### src/rtl/ps2_scancode_decoder.sv
// PS/2 Set-2 scancode decoder.
// Folds E0/F0/E1 prefixes into single key events, keeps live modifier state
// and queues events in a small show-ahead FIFO with a valid/ack handshake.
module ps2_scancode_decoder #(
    parameter int FIFO_DEPTH = 4
) (
    input  logic       clk,
    input  logic       rst,        // asynchronous, active-low
    input  logic [7:0] byte_in,
    input  logic       byte_ready,
    output logic [7:0] ev_code,
    output logic       ev_ext,
    output logic       ev_break,
    output logic       ev_valid,
    input  logic       ev_ack,
    output logic [3:0] mods,       // {alt, ctrl, rshift, lshift}
    output logic       overflow,
    input  logic       ovf_clr
);

    localparam int AW = $clog2(FIFO_DEPTH);

    typedef enum logic [2:0] {
        ST_IDLE,
        ST_EXT,
        ST_BRK,
        ST_EXT_BRK,
        ST_PAUSE
    } state_t;

    state_t      state_reg, state_next;
    logic [2:0]  cnt_reg, cnt_next;

    logic        emit;
    logic        emit_ext;
    logic        emit_brk;
    logic [7:0]  emit_code;
    logic        is_filtered;

    logic [9:0]  mem [FIFO_DEPTH];
    logic [AW:0] wr_ptr_reg, rd_ptr_reg;
    logic        fifo_empty, fifo_full;
    logic        push, pop;
    logic [9:0]  head;

    logic [3:0]  mods_reg;
    logic        overflow_reg;

    // Control/ack bytes from the keyboard that never form part of a key event.
    always_comb begin
        is_filtered = 1'b0;
        case (byte_in)
            8'h00, 8'hAA, 8'hEE, 8'hFA, 8'hFE, 8'hFF: is_filtered = 1'b1;
            default:                                  is_filtered = 1'b0;
        endcase
    end

    // Prefix-folding FSM: next state, pause counter and event emission.
    always_comb begin
        state_next = state_reg;
        cnt_next   = cnt_reg;
        emit       = 1'b0;
        emit_ext   = 1'b0;
        emit_brk   = 1'b0;
        emit_code  = byte_in;
        if (byte_ready) begin
            if (state_reg == ST_PAUSE) begin
                // Pause sequence content is ignored; only the byte count matters.
                cnt_next = cnt_reg - 3'd1;
                if (cnt_reg <= 3'd1) begin
                    emit       = 1'b1;
                    emit_code  = 8'hE1;
                    cnt_next   = 3'd0;
                    state_next = ST_IDLE;
                end
            end else if (is_filtered) begin
                state_next = ST_IDLE;
            end else begin
                case (state_reg)
                    ST_IDLE: begin
                        if (byte_in == 8'hE0) begin
                            state_next = ST_EXT;
                        end else if (byte_in == 8'hF0) begin
                            state_next = ST_BRK;
                        end else if (byte_in == 8'hE1) begin
                            state_next = ST_PAUSE;
                            cnt_next   = 3'd7;
                        end else begin
                            emit = 1'b1;
                        end
                    end
                    ST_EXT: begin
                        if (byte_in == 8'hF0) begin
                            state_next = ST_EXT_BRK;
                        end else if (byte_in == 8'hE0) begin
                            state_next = ST_EXT;
                        end else begin
                            emit       = 1'b1;
                            emit_ext   = 1'b1;
                            state_next = ST_IDLE;
                        end
                    end
                    ST_BRK: begin
                        if (byte_in == 8'hF0) begin
                            state_next = ST_BRK;
                        end else if (byte_in == 8'hE0) begin
                            state_next = ST_EXT;
                        end else begin
                            emit       = 1'b1;
                            emit_brk   = 1'b1;
                            state_next = ST_IDLE;
                        end
                    end
                    ST_EXT_BRK: begin
                        if (byte_in == 8'hF0) begin
                            state_next = ST_EXT_BRK;
                        end else if (byte_in == 8'hE0) begin
                            state_next = ST_EXT;
                        end else begin
                            emit       = 1'b1;
                            emit_ext   = 1'b1;
                            emit_brk   = 1'b1;
                            state_next = ST_IDLE;
                        end
                    end
                    default: state_next = ST_IDLE;
                endcase
            end
        end
    end

    // FSM state and pause counter registers.
    always_ff @(posedge clk or negedge rst) begin
        if (!rst) begin
            state_reg <= ST_IDLE;
            cnt_reg   <= 3'd0;
        end else begin
            state_reg <= state_next;
            cnt_reg   <= cnt_next;
        end
    end

    // Modifier tracking follows every emitted event, even ones the FIFO drops.
    always_ff @(posedge clk or negedge rst) begin
        if (!rst) begin
            mods_reg <= 4'b0000;
        end else if (emit) begin
            if (emit_code == 8'h12 && !emit_ext) mods_reg[0] <= !emit_brk;
            if (emit_code == 8'h59 && !emit_ext) mods_reg[1] <= !emit_brk;
            if (emit_code == 8'h14)              mods_reg[2] <= !emit_brk;
            if (emit_code == 8'h11)              mods_reg[3] <= !emit_brk;
        end
    end

    assign fifo_empty = (wr_ptr_reg == rd_ptr_reg);
    assign fifo_full  = (wr_ptr_reg[AW] != rd_ptr_reg[AW]) &&
                        (wr_ptr_reg[AW-1:0] == rd_ptr_reg[AW-1:0]);
    // A pop on a full FIFO frees the slot being written in the same cycle.
    assign push       = emit && (!fifo_full || ev_ack);
    assign pop        = ev_ack && !fifo_empty;

    // Event storage; the head is read combinationally for show-ahead output.
    always_ff @(posedge clk) begin
        if (push) begin
            mem[wr_ptr_reg[AW-1:0]] <= {emit_ext, emit_brk, emit_code};
        end
    end

    // FIFO pointers with an extra wrap bit to separate full from empty.
    always_ff @(posedge clk or negedge rst) begin
        if (!rst) begin
            wr_ptr_reg <= '0;
            rd_ptr_reg <= '0;
        end else begin
            if (push) wr_ptr_reg <= wr_ptr_reg + 1'b1;
            if (pop)  rd_ptr_reg <= rd_ptr_reg + 1'b1;
        end
    end

    // Sticky overflow; a new drop wins over a same-cycle clear.
    always_ff @(posedge clk or negedge rst) begin
        if (!rst) begin
            overflow_reg <= 1'b0;
        end else if (emit && !push) begin
            overflow_reg <= 1'b1;
        end else if (ovf_clr) begin
            overflow_reg <= 1'b0;
        end
    end

    // Head outputs read as zero while the FIFO is empty.
    assign head     = fifo_empty ? 10'd0 : mem[rd_ptr_reg[AW-1:0]];
    assign ev_valid = !fifo_empty;
    assign ev_ext   = head[9];
    assign ev_break = head[8];
    assign ev_code  = head[7:0];
    assign mods     = mods_reg;
    assign overflow = overflow_reg;

endmodule

### config.mk
export PLATFORM = sky130hd
export DESIGN_NAME = ps2_scancode_decoder
export DESIGN_NICKNAME = d
export VERILOG_FILES = /design/src/rtl/ps2_scancode_decoder.sv
export SDC_FILE = /design/constraint.sdc
export NUM_CORES = 1
export LEC_CHECK = 0
export CORE_ASPECT_RATIO = 1.4
export CORE_MARGIN = 2
export CORE_UTILIZATION = 56
export CTS_CLUSTER_DIAMETER = 80
export DETAILED_ROUTE_END_ITERATION = 8
export GPL_TIMING_DRIVEN = 0
export PLACE_DENSITY = 0.79
export SKIP_LAST_GASP = 1
export SLEW_MARGIN = 20
export SYNTH_ARGS = -nofsm -noshare
export SYNTH_HDL_FRONTEND = slang
export SYNTH_SLANG_ARGS = --single-unit
### constraint.sdc
create_clock -name clk -period 2.8 [get_ports clk]
set_input_delay 0.84 -clock clk [delete_from_list [all_inputs] [get_ports clk]]
set_output_delay 0.84 -clock clk [all_outputs]
set_load 0.005 [all_outputs]
==> results of run 1 <==
==> critical path: stages (launching register included) <==
cell	delay, ns
dfrtp_2	0.42
buf_12	0.16
mux4_2	0.48
nor2b_1	0.16
clkdlybuf4s50_1	0.46
==> through the flow <==
step / area, µm² / TNS, ns
6_report: 3540 / -0.256
5_1_grt: 3540 / -0.969
4_1_cts: 3500 / -0.450
3_5_place_dp: 3130 / -35.55
3_3_place_gp: 3130 / -34.56
2_1_floorplan: 2780 / 0
==> logic make-up (layout without fill, tap and decap cells) <==
group	after synthesis	in the layout	synth area share [%]
and+or+nand+nor	79	79	17.0
xor gates and xnor gates	5	5	1.57
buffers and inverters	17	73	2.47
muxes	16	16	10.5
DFF	57	57	58.5
adders and majority gates	7	7	3.15
AOI/OAI and AO/OA	26	26	6.79
==> power groups by stage <==
stage                     clock (mW)  combinational (mW)  sequential [mW]
after global placement             0                1.16             1.22
after detailed placement           0                1.20             1.22
after floorplan                    0               0.722             1.20
after global routing           0.803                1.60             1.25
after CTS                      0.766                1.42             1.21
final                          0.756                1.46             1.23
==> layout make-up <==
cell class | instances | area share [%]
Buffer | 8 | 1.80
Clock buffer | 12 | 4.38
Clock inverter | 4 | 1.20
Inverter | 9 | 0.953
Multi-Input combinational cell | 133 | 32.5
Sequential cell | 57 | 46.1
Tap cell | 64 | 2.26
Timing Repair Buffer | 40 | 10.9
==> final timing paths <==
kind	start	to	slack (ns)	depth (start not counted)
max in group asynchronous	rst	wr_ptr_reg[0]	1.26	1
worst min register to register	mods[0]	mods[0]	0.51	1
min in group asynchronous	rst	overflow	0.98	1
worst max register to register	cnt_reg[0]	mods[2]	0.48	6
worst min-delay path	mods[0]	mods[0]	0.51	1
worst max-delay path	rd_ptr_reg[0]	ev_break	-0.06	4
==> timing repair <==
action,4_1_cts,5_1_grt
gates cloned,1,0
endpoints found under the hold margin,0,0
endpoints found under the setup margin,50,11
setup buffers,10,2
pin swaps,5,1
gates resized for setup,23,11
==> cells in the final DEF (no fill, tap or decap), types with 2 or more instances in the layout <==
master           netlist  routed
and2_1                 5       5
and3_1                 2       2
buf_12                 0       2
buf_2                  4       3
buf_4                  0      13
clkbuf_1               3       2
clkbuf_8               0      12
clkdlybuf4s50_1        0      25
clkinv_1               0       2
dfrtp_1               17      12
dfrtp_2                0       5
dlymetal6s2s_1         0       2
edfxtp_1              40      40
ha_1                   7       7
inv_1                  9       9
mux2_2                 5       5
mux4_2                10      10
nand2_1               11      11
nand2b_1               6       6
nand3_1                7       7
nand4b_1               2       2
nor2_1                12       8
nor2_4                 0       4
nor2b_1               13      13
nor3_1                 4       4
nor3b_4                1       2
nor4_1                 6       6
o211ai_1               2       2
o21ai_0               10      10
xnor2_1                3       2
xor2_2                 0       2
==> layer usage <==
metal	vias up	global-route usage, %	part of all wire (%)
met2	50	40.4	56
met1	933	25.4	37
li1	882	-	-
met3	13	5.17	3.4
met4	0	13.0	2.6
met5	-	0	0
==> results.md, run 1 <==
* Max cap viols at 0
* PD cells at between 900 and 1000 nW/µm²
* Yosys top cell area share at roughly 43%
* CTS buffer count at 9
* Fill count at 343
* FF+latch area at roughly 1600 µm²
* CP endpoint kind: output port
* Nets at between 200 and 300
* Fmax at between 300 and 400 MHz
* Final WS setup at -0.0602 ns
* GP Congestion at a little under 0.9
* Router iterations before antenna repair at 4
* Die width at 63.6 µm
* Post-DP HPWL at 3630 µm
* CTS H-Tree Depth at 3
* Area of the multi-input gates at 1150 µm²
* Relative slew slack at 45.8%
* Final hold viol count at 0
* IR drop worst, VDD at roughly 0.5 mV
* CTS Sinks at 57
* Final setup vio count at 9
* Post-route ant nets at 0
* Dpl ws at -0.920 ns
* Critical Path Start Type: flop
* Num ports at 29
* DR iter-0 viols at 53
* Fin crit period at 2.86 ns
* Total Routed Length at about 5700 µm
* Synthesis Warnings at 0
* Global-route wire length before repair at a little over 9000 µm
* Overall power at around 3.4 mW
* #FFs+latches synth at 57
* Rows at 30
* Syn Inst Count at 207
* Proportion of layout cells with a drive suffix above 1 at between 20% and 30%
* Largest cells by area after synthesis: edfxtp_1 (43%), dfrtp_1 (15%), mux4_2 (8.1%)
* Area growth, synth to finish at 27.4%
* WP data arrival at approximately 2.0 ns
* DP Cell Count at approximately 300
* Post-Syn Area per Cell at 13.4 µm²
* Insertion delay to the later sink of the worst-skew pair at approximately 0.33 ns
* P_sw at between 1 and 1.5 mW
* Switch share at between 30% and 40%
* Pleak at 1.33 nW
* CP required at between 1.5 and 2 ns
* ANT cells at 0
* Critical path type: reg -> out
* Seq/Total Area, Yosys at approximately 58%
* Syn nets at approximately 230
* RSZ-0062 raised after global routing: true
* Drt drc at 0
* Critical path fanouts, max at 10
* FFs w/ async S/R, synth at between 20 and 30%
* Hold Crit Class: reg -> reg
* P_int at approximately 2.4 mW
* WL/cell at 17.5 µm
* Die area at about 5600 µm²
* Clock Root Buffer: clkbuf_8
* Worst slew pin tran at just over 0.8 ns
* Pin count of the biggest net entering global routing at 18
* Slew Limit Fails at 0
* Final Core Density at about three quarters
* Final period util at 102%
* Yosys cell types at 48
* Top-count cell post-synth: edfxtp_1
* Final Non-Filler Cells at approximately 330
* Grt ovf at 0
* Max Buffers Root-to-Sink at 2
* Max reg flops at 40
* Outcome: finished, violations left
* Clk pwr share at about 22%
* Number of flops mapped to enable cells by yosys at 40
* Vias in the first global route at 1896
* Post-synthesis cell area at ~2800 µm²
* Initial core utilization at between 50 and 60%
* CTS Hold Bufs at 0
* Main synth FF type: edfxtp_1
* Failing checks: negative setup slack
* Post-synth top cells: edfxtp_1 (40), dfrtp_1 (17), nor2b_1 (13)
* Post-synth top area cell: edfxtp_1
* Gr usage total at between 20% and 30%
* Final hold slack at between 0.5 and 0.6 ns
* Register share of total power at a little over a third
* CTS tree: done
* Die Height at 87.4 µm
* Buffers on Ports at 27
* Core area at about 4800 µm²
* Via count at between 1500 and 2000
* Clk pin slew, worst setup/hold paths at around 0.060 ns
* Clock Skew at 0.00701 ns
* Vias/cell at between 5 and 6
* Logic pwr share at around 42%
* Initial antenna violation count at 0
(Power assumes the default switching activity.)
==> inputs of run 2 (changes only) <==
CORE_UTILIZATION = 51   (was 56)
PLACE_DENSITY = 0.76   (was 0.79)
clock period = 2.62 ns   (was 2.8 ns; I/O delays follow)
==> results.md, run 2 (synthesis results as in run 1) <==
* Area of the multi-input gates at 1190 µm² (+3.7%)
* Vias/cell at 5.64 (-1.8%)
* Post-route ant nets at 0 (unchanged)
* Final period util at 102%
* CP required at 1.83 ns (-0.13 ns)
* RSZ-0062 raised after global routing: true
* Relative slew slack at 44.4% (-1.3 points)
* Switch share at 32.3% (+2.1 points)
* Buffers on Ports at 27 (unchanged)
* CTS Sinks at 57 (unchanged)
* Router iterations before antenna repair at 4 (unchanged)
* Post-DP HPWL at 3660 µm (+1.0%)
* WL/cell at 18.6 µm (+6.1%)
* CTS tree: done
* FF+latch area at 1630 µm² (-0.23%)
* Clock Root Buffer: clkbuf_8
* WP data arrival at 1.89 ns (-0.13 ns)
* Setup TNS at -0.0681 ns (+0.188 ns)
* IR drop worst, VDD at 0.541 mV (+9.4%)
* Initial antenna violation count at 0 (unchanged)
* GP Congestion at 0.841 (-5.2%)
* Final WS setup at -0.0523 ns (+0.00788 ns)
* CTS H-Tree Depth at 3 (unchanged)
* Outcome: finished, violations left
* Worst path buffer plus inverter count at 4 (+2)
* Clock Skew at 0.0149 ns (+0.00793 ns)
* CP endpoint kind: output port
* Proportion of layout cells with a drive suffix above 1 at 35.6% (+9.4 points)
* Max Buffers Root-to-Sink at 2 (unchanged)
* Area growth, synth to finish at 33.8%
* Hold Crit Class: reg -> reg
* Initial core utilization at 53.1% (-4.8 points)
* Insertion delay to the later sink of the worst-skew pair at 0.34 ns (about the same)
* DP Cell Count at 300 (+0.67%)
* Global-route wire length before repair at 10300 µm (+11%)
* P_sw at 1.25 mW (+21%)
* Critical path type: reg -> out
* Grt ovf at 0 (unchanged)
* Clk pwr share at 21.3% (-0.6 points)
* Drt drc at 0 (unchanged)
* Crit-path slowest cell: dfrtp_2
* Num ports at 29 (unchanged)
* FF-to-FF setup slack at 0.30 ns (-0.18 ns)
* Most frequent cells in the layout: edfxtp_1 (40), buf_4 (20), dfrtp_1 (15)
* Final Core Density at 71.1% (-2.7 points)
* Pin count of the biggest net entering global routing at 18 (unchanged)
* Register share of total power at 33.6% (-2.0 points)
* Critical path fanouts, max at 5 (-5)
* Total Routed Length at 6400 µm (+12%)
* Max cap viols at 0 (unchanged)
* Failing checks: negative setup slack
* CTS Hold Bufs at 0 (unchanged)
* Clk pin slew, worst setup/hold paths at 0.08 ns (+0.02 ns)
* Final setup vio count at 4 (-5)
* Worst slew pin tran at 0.831 ns (+0.0198 ns)
* Core area at 5240 µm² (+9.0%)
* PD cells at 1040 nW/µm² (+7.4%)
* Die width at 66.4 µm (+4.5%)
* P_int at 2.63 mW (+9.4%)
* Fmax at between 300 and 400 MHz
* Via count at 1941 (+3.4%)
* Most common cell after layout, fill and taps aside: edfxtp_1
* Rows at 31 (+3.3%)
* CTS buffer count at 9 (unchanged)
* Crit-path cells: buf_6 > xor2_2 > nor3b_2 > buf_4 > buf_8 > nor2b_1 > dlygate4sd2_1
* Final hold viol count at 0 (unchanged)
* Fill count at 353 (+2.9%)
* Gr usage total at 23.4% (+0.44 points)
* DR iter-0 viols at 106 (+100%)
* Pleak at 1.46 nW (+9.7%)
* Slew Limit Fails at 0 (unchanged)
* ANT cells at 0 (unchanged)
* Final hold slack at 0.503 ns (-0.00707 ns)
* Critical path's top delay family: buffers and inverters
* DP Area at 3130 µm² (about the same)
* Logic pwr share at 45.1% (+2.7 points)
* Final Instance Area at 3720 µm² (+5.0%)
* Fin crit period at between 2 and 3 ns
* Die area at 6070 µm² (+9.3%)
* Vias in the first global route at 2022 (+6.6%)
* Crit-path max cell delay at 0.45 ns (-0.03 ns)
* Critical Path Start Type: flop
* Final Non-Filler Cells at 344 (+5.2%)
* Max reg flops at 40 (unchanged)
* Die Height at 91.4 µm (+4.6%)
* Nets at 293 (+5.4%)
run 2: cell count changes in the layout (fill, tap and decap cells not counted), sizes merged:
cell | previous run | this run
inv | 9 | 10
buf | 19 | 42
dlymetal6s2s | 2 | 5
clkinv | 3 | 2
clkinvlp | 0 | 3
clkdlybuf4s50 | 25 | 12
dlygate4sd2 | 0 | 1
clkbuf | 14 | 12
run 2: worst paths after layout:
path                          startpoint            end  cells past startpoint
setup / recovery           rd_ptr_reg[0]     ev_code[7]                      7
hold / removal                   mods[2]        mods[2]                      1
setup reg to reg              cnt_reg[0]        mods[0]                      6
hold reg to reg                  mods[2]        mods[2]                      1
max in group asynchronous            rst  wr_ptr_reg[0]                      1
min in group asynchronous            rst  rd_ptr_reg[2]                      1
run 2: area by class of cell:
cell class                 instances  area share (%)
clock inverter                     7            2.12
timing repair buffer              55            13.8
tap                               66            2.22
sequential                        57            43.8
multi-input combinational        133            32.1
buffer                             8            1.75
clock buffer                       9            3.33
inverter                           9           0.908
run 2: routing by layer:
metal / routed length [µm] / global-route usage (%) / share of wire, % / vias up
met4: 114 / 10.0 / 1.8 / 0
met2: 3690 / 42.9 / 58 / 57
met3: 277 / 3.10 / 4.3 / 10
met1: 2320 / 26.0 / 36 / 961
li1: - / - / - / 913
met5: 0 / 0 / 0 / -
run 2: metrics by stage:
stage	power (mW)	setup WS [ns]
final	3.89	-0.0523
after CTS	3.79	-0.111
after floorplan	2.05	-0.0852
after detailed placement	2.58	-1.00
after global routing	4.08	-0.130
after global placement	2.54	-0.992
run 2: worst reg2reg max path: stages (launching register included):
cell and delay (ns):
dfrtp_1 0.42, ha_1 0.20, o21bai_1 0.19, and4b_4 0.23
or4b_4 0.53, nor4_1 0.27, mux2_2 0.37
run 2: power by group through the flow:
stage / sequential [mW] / combinational (mW) / clock, mW
floorplan: 1.28 / 0.772 / 0
global placement: 1.30 / 1.24 / 0
detailed placement: 1.31 / 1.27 / 0
CTS: 1.30 / 1.67 / 0.825
global route: 1.32 / 1.89 / 0.871
finish: 1.30 / 1.75 / 0.827
run 2: repair_timing:
action                     CTS  global route
buffers inserted            25             4
pin swaps                    8             2
cloned                       2             0
gates resized for setup     60            24
setup endpoints to repair   51            57
hold endpoints to repair     0             0
==> inputs of run 3 (changes only) <==
CELL_PAD_IN_SITES_DETAIL_PLACEMENT = 1   (was not set)
CELL_PAD_IN_SITES_GLOBAL_PLACEMENT = 2   (was not set)
CORE_UTILIZATION = 35   (was 51)
PLACE_DENSITY = not set   (was 0.76)
PLACE_DENSITY_LB_ADDON = 0.1   (was not set)
==> results.md, run 3 (synthesis results as in run 1) <==
* WL/cell at 17.8 µm (-4.4%)
* Clk pwr share at 20.1% (-1.2 points)
* Logic pwr share at 43.9% (-1.2 points)
* Outcome: completed
* DP Cell Count at 334 (+11%)
* Crit-path max cell delay at 0.48 ns (+0.03 ns)
* Slew Limit Fails at 0 (unchanged)
* Total Routed Length at 6540 µm (+2.3%)
* Initial antenna violation count at 0 (unchanged)
* Crit-path cells: clkbuf_16 > buf_6 > mux4_2 > nor2b_1 > buf_2
* CTS H-Tree Depth at 3 (unchanged)
* Most common cell after layout, fill and taps aside: edfxtp_1
* Post-route ant nets at 0 (unchanged)
* Rows at 38 (+23%)
* Final hold viol count at 0 (unchanged)
* Fmax at 384 MHz (+2.7%)
* Clock Root Buffer: clkbuf_8
* RSZ-0062 raised after global routing: true
* Crit-path slowest cell: dfrtp_2
* Num ports at 29 (unchanged)
* Critical path fanouts, max at 4 (-1)
* Initial core utilization at 35.9% (-17 points)
* Die width at 79.3 µm (+19%)
* Final hold slack at 0.501 ns (-0.00246 ns)
* IR drop worst, VDD at 0.369 mV (-32%)
* Final setup vio count at 0 (-4)
* Global-route wire length before repair at 10500 µm (+2.7%)
* Core area at 7750 µm² (+48%)
* P_int at 2.47 mW (-6.1%)
* Most frequent cells in the layout: edfxtp_1 (40), dfrtp_1 (14), clkbuf_8 (12), nor2b_1 (12), clkdlybuf4s50_1 (12)
* CTS Sinks at 57 (unchanged)
* Die Height at 109 µm (+20%)
* Worst slew pin tran at 0.865 ns (+0.0340 ns)
* Gr usage total at 16.7% (-6.6 points)
* Critical path type: reg -> out
* Hold Crit Class: reg -> reg
* Max cap viols at 0 (unchanged)
* Pleak at 1.40 nW (-4.2%)
* Nets at 283 (-3.4%)
* Final period util at 99.3% (-2.7 points)
* Register share of total power at 36.0% (+2.4 points)
* Drt drc at 0 (unchanged)
* Router iterations before antenna repair at 4 (unchanged)
* Proportion of layout cells with a drive suffix above 1 at 31.7% (-3.9 points)
* GP Congestion at 0.715 (-15%)
* Critical Path Start Type: flop
* CTS buffer count at 9 (unchanged)
* Post-DP HPWL at 4460 µm (+22%)
* CP endpoint kind: output port
* Final Non-Filler Cells at 368 (+7.0%)
* Overall power at 3.62 mW (-6.9%)
* PD cells at 985 nW/µm² (-5.7%)
* Vias in the first global route at 1988 (-1.7%)
* Insertion delay to the later sink of the worst-skew pair at 0.34 ns (about the same)
* Fill count at 802 (+130%)
* Area growth, synth to finish at 32.1%
* Max reg flops at 40 (unchanged)
* WP data arrival at 1.82 ns (-0.07 ns)
* Setup TNS at 0 ns (+0.0681 ns)
* CTS tree: done
* Die area at 8690 µm² (+43%)
* Clk pin slew, worst setup/hold paths at 0.06 ns (-0.02 ns)
* Clock Skew at 0.00887 ns (-0.00607 ns)
* Pin count of the biggest net entering global routing at 18 (unchanged)
* Fin crit period at 2.60 ns (-0.0705 ns)
* Max Buffers Root-to-Sink at 2 (unchanged)
* Buffers on Ports at 27 (unchanged)
* CP required at 1.83 ns (about the same)
* Grt ovf at 0 (unchanged)
* DR iter-0 viols at 49 (-54%)
* ANT cells at 0 (unchanged)
* Switch share at 31.7% (-0.62 points)
* P_sw at 1.15 mW (-8.7%)
* Vias/cell at 5.07 (-10%)
* CTS Hold Bufs at 0 (unchanged)
* Relative slew slack at 42.2% (-2.3 points)
* Via count at 1865 (-3.9%)
-- run 3: final timing paths --
kind	endpoint	from	slack [ns]	cells past startpoint
hold reg to reg	mods[2]	mods[2]	0.50	1
setup / recovery	ev_code[4]	rd_ptr_reg[0]	0.02	5
setup reg to reg	mods[2]	cnt_reg[0]	0.26	6
min in group asynchronous	wr_ptr_reg[2]	rst	0.94	1
hold / removal	mods[2]	mods[2]	0.50	1
max in group asynchronous	rd_ptr_reg[0]	rst	1.09	1
-- run 3: per-layer routing --
metal | track usage (%) | up-vias | part of all wire (%) | wire length [µm]
met5 | 0 | - | 0 | 0
met3 | 3.53 | 11 | 2.2 | 144
met2 | 30.6 | 29 | 56 | 3650
met4 | 7.39 | 0 | 2.2 | 142
li1 | - | 888 | - | -
met1 | 18.5 | 937 | 40 | 2600
-- run 3: worst max-delay path: cells and delay by family (launching register included) --
family	cells	cell delay (ns)
DFF	1	0.48
buffers and inverters	3	0.40
and+or+nand+nor	1	0.14
muxes	1	0.47
-- run 3: repair_timing --
action / in CTS / in global routing
endpoints found under the hold margin: 0 / 0
setup endpoints to repair: 52 / 55
resized for setup: 65 / 16
setup buffers: 15 / 1
pin swaps: 7 / 4
cloned: 2 / 0
-- run 3: cell type report --
cell class / instances / area (µm²) / area share [%]
flip-flops and latches: 57 / 1630 / 44.4
multi-input cells: 133 / 1190 / 32.4
repair buffers: 45 / 452 / 12.3
clock buffers: 13 / 159 / 4.33
well taps: 100 / 125 / 3.41
plain buffers: 8 / 70.1 / 1.91
inverters: 9 / 33.8 / 0.920
clock inverters: 3 / 15.0 / 0.409
-- run 3: stage by stage --
stage	cell area (µm²)	worst slack, ns	util [%]
CTS	3640	-0.0286	47.0
global placement	3180	-1.20	41.0
detailed placement	3180	-1.20	41.0
global route	3670	-0.0540	47.4
floorplan	2780	-0.0852	-
finish	3670	0.0182	47.4
-- run 3: power groups by stage --
stage / Combinational, mW / Clock, mW / Sequential (mW)
2_1_floorplan: 0.772 / 0 / 1.28
3_3_place_gp: 1.29 / 0 / 1.31
3_5_place_dp: 1.31 / 0 / 1.31
4_1_cts: 1.62 / 0.756 / 1.31
5_1_grt: 1.75 / 0.785 / 1.33
6_report: 1.59 / 0.727 / 1.30
